## src/rtl/sar_adc_pkg.sv

```systemverilog
// Shared types and constants for the SAR ADC controller.
package sar_adc_pkg;

    typedef enum logic {
        IDLE,
        CONV
    } state_t;

    localparam int SAR_ADC_DEF_WIDTH = 8;

endpackage

```

## src/rtl/sar_adc.sv

```systemverilog
// SAR ADC controller: one bit per clock, MSB first, against external DAC/comparator.
// Define SAR_ADC_CONT_EN for free-running back-to-back conversions.
module sar_adc
    import sar_adc_pkg::*;
#(
    parameter int ADC_WIDTH = SAR_ADC_DEF_WIDTH
) (
    input  logic                 clk,
    input  logic                 rst,
    input  logic                 cmp,
    input  logic                 start,
    output logic [ADC_WIDTH-1:0] DACF,
    output logic                 eoc,
    output logic                 den,
    output logic [ADC_WIDTH-1:0] Dout
);

    localparam int IW = $clog2(ADC_WIDTH);
    localparam logic [IW-1:0] TOP = IW'(ADC_WIDTH - 1);
    localparam logic [ADC_WIDTH-1:0] MSB = {1'b1, {(ADC_WIDTH-1){1'b0}}};

    state_t               state;
    state_t               state_nxt;
    logic [IW-1:0]        idx;
    logic [IW-1:0]        idx_nxt;
    logic [ADC_WIDTH-1:0] code;
    logic [ADC_WIDTH-1:0] code_nxt;
    logic [ADC_WIDTH-1:0] result;
    logic [ADC_WIDTH-1:0] result_nxt;
    logic [ADC_WIDTH-1:0] trial;
    logic                 den_q;
    logic                 den_nxt;
    logic                 last;

    assign last = (idx == '0);

    always_ff @(posedge clk or posedge rst) begin
        if (rst) begin
            state <= IDLE;
        end else begin
            state <= state_nxt;
        end
    end

    always_comb begin
        state_nxt = state;
        unique case (state)
            IDLE: begin
                if (start) begin
                    state_nxt = CONV;
                end
            end
            CONV: begin
`ifdef SAR_ADC_CONT_EN
                state_nxt = CONV;
`else
                if (last) begin
                    state_nxt = IDLE;
                end
`endif
            end
        endcase
    end

    // trial is the current code with this cycle's comparator decision applied
    always_comb begin
        trial      = code;
        if (!cmp) begin
            trial[idx] = 1'b0;
        end
        code_nxt   = code;
        idx_nxt    = idx;
        result_nxt = result;
        den_nxt    = 1'b0;
        unique case (state)
            IDLE: begin
                if (start) begin
                    code_nxt = MSB;
                    idx_nxt  = TOP;
                end
            end
            CONV: begin
                if (last) begin
                    result_nxt = trial;
                    den_nxt    = 1'b1;
                    idx_nxt    = TOP;
`ifdef SAR_ADC_CONT_EN
                    code_nxt   = MSB;
`else
                    code_nxt   = trial;
`endif
                end else begin
                    code_nxt               = trial;
                    code_nxt[idx - 1'b1]   = 1'b1;
                    idx_nxt                = idx - 1'b1;
                end
            end
        endcase
    end

    always_ff @(posedge clk or posedge rst) begin
        if (rst) begin
            code   <= '0;
            result <= '0;
            idx    <= TOP;
            den_q  <= 1'b0;
        end else begin
            code   <= code_nxt;
            result <= result_nxt;
            idx    <= idx_nxt;
            den_q  <= den_nxt;
        end
    end

    assign DACF = code;
    assign Dout = result;
    assign den  = den_q;
    assign eoc  = (state == IDLE);

endmodule

```

## config.mk

```make
export PLATFORM = sky130hd
export DESIGN_NAME = sar_adc
export DESIGN_NICKNAME = d
export VERILOG_FILES = /design/src/rtl/sar_adc_pkg.sv /design/src/rtl/sar_adc.sv
export SDC_FILE = /design/constraint.sdc
export NUM_CORES = 1
export LEC_CHECK = 0
export BUFFER_PORTS_ARGS = -buffer_cell sky130_fd_sc_hd__buf_2
export CELL_PAD_IN_SITES_DETAIL_PLACEMENT = 1
export CELL_PAD_IN_SITES_GLOBAL_PLACEMENT = 1
export CORE_ASPECT_RATIO = 1.75
export CORE_MARGIN = 2
export CORE_UTILIZATION = 40
export DETAILED_ROUTE_END_ITERATION = 12
export GPL_TIMING_DRIVEN = 0
export PLACE_DENSITY = 0.81
export SYNTH_ARGS = -nofsm -noshare
export SYNTH_HDL_FRONTEND = slang
export SYNTH_SLANG_ARGS = --single-unit
```

## constraint.sdc

```tcl
create_clock -name clk -period 1.85 [get_ports clk]
set_input_delay 0.185 -clock clk [delete_from_list [all_inputs] [get_ports clk]]
set_output_delay 0.185 -clock clk [all_outputs]
set_load 0.1 [all_outputs]
```

==> results of run 1 <==
[cell families (layout without fill, tap and decap cells)]
logic type / after synthesis / in the layout / synth area share
mux: 3 / 3 / 0.0331
buf+inv: 10 / 38 / 0.0564
fa+ha+maj: 2 / 2 / 0.0245
compound gates: 33 / 33 / 0.220
flops: 21 / 21 / 0.519
simple gates: 26 / 26 / 0.147
[cells in the final DEF, fill, tap and decap left out, types with 2 or more instances in the layout]
cell type	Yosys	final
nand2_1	7	7
clkbuf_8	0	3
ha_4	0	2
o211ai_1	3	3
dfrtp_1	18	18
nand3_1	3	3
nor2b_1	3	2
o31ai_1	5	5
dfstp_2	3	3
a21oi_1	4	2
o211ai_2	2	2
nor2_1	4	3
a22oi_1	2	2
inv_1	5	4
o21ai_1	5	5
buf_2	1	22
mux2_2	3	3
a21oi_2	0	2
o311ai_1	3	2
buf_4	3	6
nand2b_1	4	4
o21ai_0	7	7
[routing by layer]
layer	track usage	up-vias	routed length, um
met5	0	-	0
met4	0.0764	0	97
met3	0.0230	10	73
met2	0.352	21	1530
met1	0.198	434	1070
li1	-	400	-
[stage by stage]
step	utilization	worst slack, ps	instance area, um^2	std cells	setup TNS (ps)
6_report	0.519	39.0	1280	149	0
5_1_grt	0.519	-60.3	1280	149	-166
4_1_cts	0.488	58.9	1200	146	0
3_5_place_dp	0.470	106	1160	142	0
3_3_place_gp	0.470	136	1160	142	0
2_1_floorplan	-	254	1020	95	0
[final timing paths]
check | start | to | cells after the start
max in group asynchronous | rst | Dout[2]$_DFFE_PP0P_ | 2
max | idx[0]$_DFFE_PP1P_ | DACF[2]$_DFFE_PP0P_ | 5
max reg2reg | idx[0]$_DFFE_PP1P_ | DACF[2]$_DFFE_PP0P_ | 5
min | rst | DACF[0]$_DFFE_PP0P_ | 2
min in group clk | start | idx[1]$_DFFE_PP1P_ | 2
min reg2reg | Dout[3]$_DFFE_PP0P_ | Dout[3]$_DFFE_PP0P_ | 2
[flip-flops by register name (all words and copies together), names as in the netlist]
| signal | cells |
|---|---|
| den | 1 |
| DACF | 8 |
| idx | 3 |
| state | 1 |
| Dout | 8 |
[critical path, cell delays in order (launching register included)]
cell,delay (ps)
dfstp_2,540
buf_6,150
clkinvlp_4,190
ha_4,300
nand2b_1,230
o31ai_1,300
[final cells by class]
class                           count  area, um^2  area share
Multi-Input combinational cell     64         483       0.378
Tap cell                           26        32.5      0.0254
Sequential cell                    21         529       0.414
Inverter                            5        22.5      0.0176
Timing Repair Buffer               24         128      0.0998
Buffer                              5        38.8      0.0303
Clock buffer                        4        45.0      0.0352
[repair_timing]
item                       4_1_cts  5_1_grt
setup endpoints to repair        0        7
setup buffers                    0        3
hold buffers                     0        0
gates resized for setup          0       11
==> results.yml, run 1 <==
run_status:
  status: "complete, no violations"
timing:
  final_hold_viol_count: 0
  tightest_slew_ps: 800
  fmax_mhz: 552
  timing.final.crit_share: 0.979
  period_minus_slack_ps: 1810
  skew_ps: 3.91
  maxSlewViolCount: 0
  setup_violations: 0
  slew_headroom: 0.466
  hold_ws_ps: 63.1
synthesis:
  synth_top_area_frac: 0.442
  synth.most_common_cell: "dfrtp_1"
  synth_common_cells: "dfrtp_1, nand2_1, o21ai_0"
  synth_fp_nets: 101
  synth_seq_area_share: 0.519
  syn-instance-count: 95
  syn_area_um2: 1020
  synthFlopType: "dfrtp_1"
  yosys_warnings: 0
  yosysTopAreaCell: "dfrtp_1"
  yosys-top-cells-area: "dfrtp_1, dfstp_2, o31ai_1"
  ys_ff_latch: 21
  synth-async-reset-ratio: 1.00
  ys_types: 27
  synth_edf_count: 0
  avgSynthCellArea_um2: 10.7
die:
  die_w_um: 42.2
  dieArea_um2: 2980
  ioPinCount: 22
  start_util: 0.414
  die_h_um: 70.8
  fp-row-count: 24
  coreArea_um2: 2460
global_route:
  grt_first_pass_wirelength_um: 4290
  antenna_found_initial: 0
  grt_pass1_vias: 901
  grt.overflow.total: 0
  grt_max_degree: 22
  grt.total_usage: 0.185
job:
  maxCapViolCount: 0
detailed_routing:
  route.vias.total: 865
  wl_per_cell_um: 18.6
  drtIter0Drc: 30
  finalWirelength_um: 2770
  drc: 0
  ant_nets: 0
  drt_first_pass_iters: 4
  avgViaCountPerCell: 5.81
critical_path:
  critPathArrivalTime_ps: 1970
  cp.required_ps: 2010
  worstSetupPathType: "reg2reg"
  path_max_fanout: 10
  endpoint_kind: "flip-flop"
  startpoint_type: "flip-flop"
  regToRegSetupSlack_ps: 40
clock_tree:
  clock_latency_ps: 260
  path_clk_slew_ps: 80
  htreeDepth: 1
  tritoncts: "built"
  cts.path.max_buffers: 2
  clockRootBuffer: "clkbuf_8"
  numCtsBuffers: 3
  cts.sinks: 21
final_layout:
  layout-drive-gt1-share: 0.415
  fillerInstances: 290
  area_delta_synth_final_pct: 25.4
  diodes: 0
  nets: 130
place:
  gp_congestion: 0.916
  hpwlAfterDp_um: 1950
  port-buffer-count: 21
worst_hold_path:
  holdCritPathClass: "in2async"
Power of run 1 is not shown: default switching activity piles up to over one toggle a cycle in this logic, so the estimate is an artifact.
==> run 2, diff against run 1 <==
--- a/config.mk
+++ b/config.mk
@@ -9,7 +9,6 @@
 export CELL_PAD_IN_SITES_DETAIL_PLACEMENT = 1
 export CELL_PAD_IN_SITES_GLOBAL_PLACEMENT = 1
 export CORE_ASPECT_RATIO = 1.75
-export CORE_MARGIN = 2
 export CORE_UTILIZATION = 40
 export DETAILED_ROUTE_END_ITERATION = 12
 export GPL_TIMING_DRIVEN = 0
==> run 2 against run 1 <==
Hold slack improved by 4.2 ps; first-iteration DRC count down 40%; register-to-register slack improved by 20 ps; non-clock buffer count down 3; via count is 1.8% lower; fmax increased by 1.4%; worst setup slack improved by 24 ps; final area down 5.7%; routed wire length decreased by 5.3%; count of clock-buffer cells in the layout stayed put; global-route usage increased by 4.1 points; critical endpoint is now DACF[1]$_DFFE_PP0P_; largest cell class unchanged.
==> results.yml, run 2 (synthesized netlist as in run 1, its figures left out) <==
run_status:
  status: "complete, no violations"
place:
  dp_slack_ps: 81.8
  hpwlAfterDp_um: 1900
  gp_congestion: 0.913
  port-buffer-count: 21
clock_tree:
  postCtsSetupRepairBufs: 0
  clockRootBuffer: "clkbuf_8"
  numCtsBuffers: 3
  tritoncts: "built"
  cts.path.max_buffers: 2
  path_clk_slew_ps: 80
  postCtsHoldBufs: 0
  clock_latency_ps: 260
  cts_resized: 0
  cts.sinks: 21
  htreeDepth: 1
die:
  dieArea_um2: 2760
  die_h_um: 68.8
  ioPinCount: 22
  start_util: 0.432
  fp-row-count: 23
  die_w_um: 40.2
  coreArea_um2: 2360
critical_path:
  path_max_fanout: 10
  endpoint_kind: "flip-flop"
  cp.required_ps: 2020
  critPathArrivalTime_ps: 1960
  worstSetupPathType: "reg2reg"
  startpoint_type: "flip-flop"
worst_hold_path:
  holdCritPathClass: "in2async"
final_layout:
  final_common_cell: "buf_2"
  layout_common_cells: "buf_2, dfrtp_1, nand2_1, o21ai_0"
  regArea_um2: 529
  fillerInstances: 284
  layout-drive-gt1-share: 0.342
  area_delta_synth_final_pct: 18.3
  nets: 127
  postLayoutCoreUtil: 0.511
  multi_input_area_um2: 438
  diodes: 0
timing:
  setup_violations: 0
  maxSlewViolCount: 0
  slew_headroom: 0.462
  tightest_slew_ps: 806
  worst_slack_ps: 63.4
  fmax_mhz: 560
  skew_ps: 4.69
  rsz0062_at_grt: "true"
  final_hold_viol_count: 0
  timing.final.crit_share: 0.966
  period_minus_slack_ps: 1790
detailed_routing:
  wl_per_cell_um: 18.1
  drtIter0Drc: 18
  drt_first_pass_iters: 6
  finalWirelength_um: 2630
  avgViaCountPerCell: 5.86
  ant_nets: 0
  route.vias.total: 849
  drc: 0
job:
  maxCapViolCount: 0
global_route:
  grt.total_usage: 0.227
  grt_pass1_vias: 855
  grt.overflow.total: 0
  grt_first_pass_wirelength_um: 4220
  antenna_found_initial: 0
  grt_max_degree: 22
-- run 2: changes by cell type in the layout (fill, tap and decap cells not counted), sizes merged --
| cell | previous run | this run |
|---|---|---|
| clkinvlp | 1 | 0 |
| buf | 29 | 26 |
| inv | 4 | 5 |
-- run 2: routing by layer --
metal  track usage  share of wire  up-vias
li1              -              -      393
met1         0.281           0.41      426
met2         0.371           0.54       24
met3        0.0288          0.027        6
met4         0.112          0.027        0
met5             0              0        -
-- run 2: path summary, 6_finish.rpt --
path / from / to / slack, ps / cells after the start
min in group clk: start / idx[1]$_DFFE_PP1P_ / 230 / 2
worst min-delay path: rst / Dout[0]$_DFFE_PP0P_ / 70 / 2
worst max-delay path: idx[0]$_DFFE_PP1P_ / DACF[1]$_DFFE_PP0P_ / 60 / 6
worst max register to register: idx[0]$_DFFE_PP1P_ / DACF[1]$_DFFE_PP0P_ / 60 / 6
worst min register to register: Dout[2]$_DFFE_PP0P_ / Dout[2]$_DFFE_PP0P_ / 480 / 2
max in group asynchronous: rst / DACF[0]$_DFFE_PP0P_ / 1280 / 2
-- run 2: critical path, stage by stage (launching register included) --
cell	delay, ps
dfstp_2	540
buf_6	130
inv_1	130
ha_2	260
nor3_1	230
a21oi_1	140
o31ai_1	260
-- run 2: area by class of cell --
class / instances / share of cell area
buffer: 5 / 0.0322
clock buffer: 4 / 0.0373
inverter: 5 / 0.0156
multi-input combinational: 64 / 0.363
sequential: 21 / 0.439
tap: 25 / 0.0259
timing repair buffer: 21 / 0.0871
-- run 2: per-stage QoR --
stage / cell area, um^2 / setup TNS, ps / hold slack [ps] / instances
final: 1210 / 0 / 67.2 / 145
after CTS: 1200 / 0 / 89.2 / 145
after global placement: 1160 / 0 / 353 / 141
after floorplan: 1020 / 0 / 159 / 95
after global routing: 1210 / -214 / 127 / 145
after detailed placement: 1160 / 0 / 369 / 141
Power of run 2 is left out for the same reason.
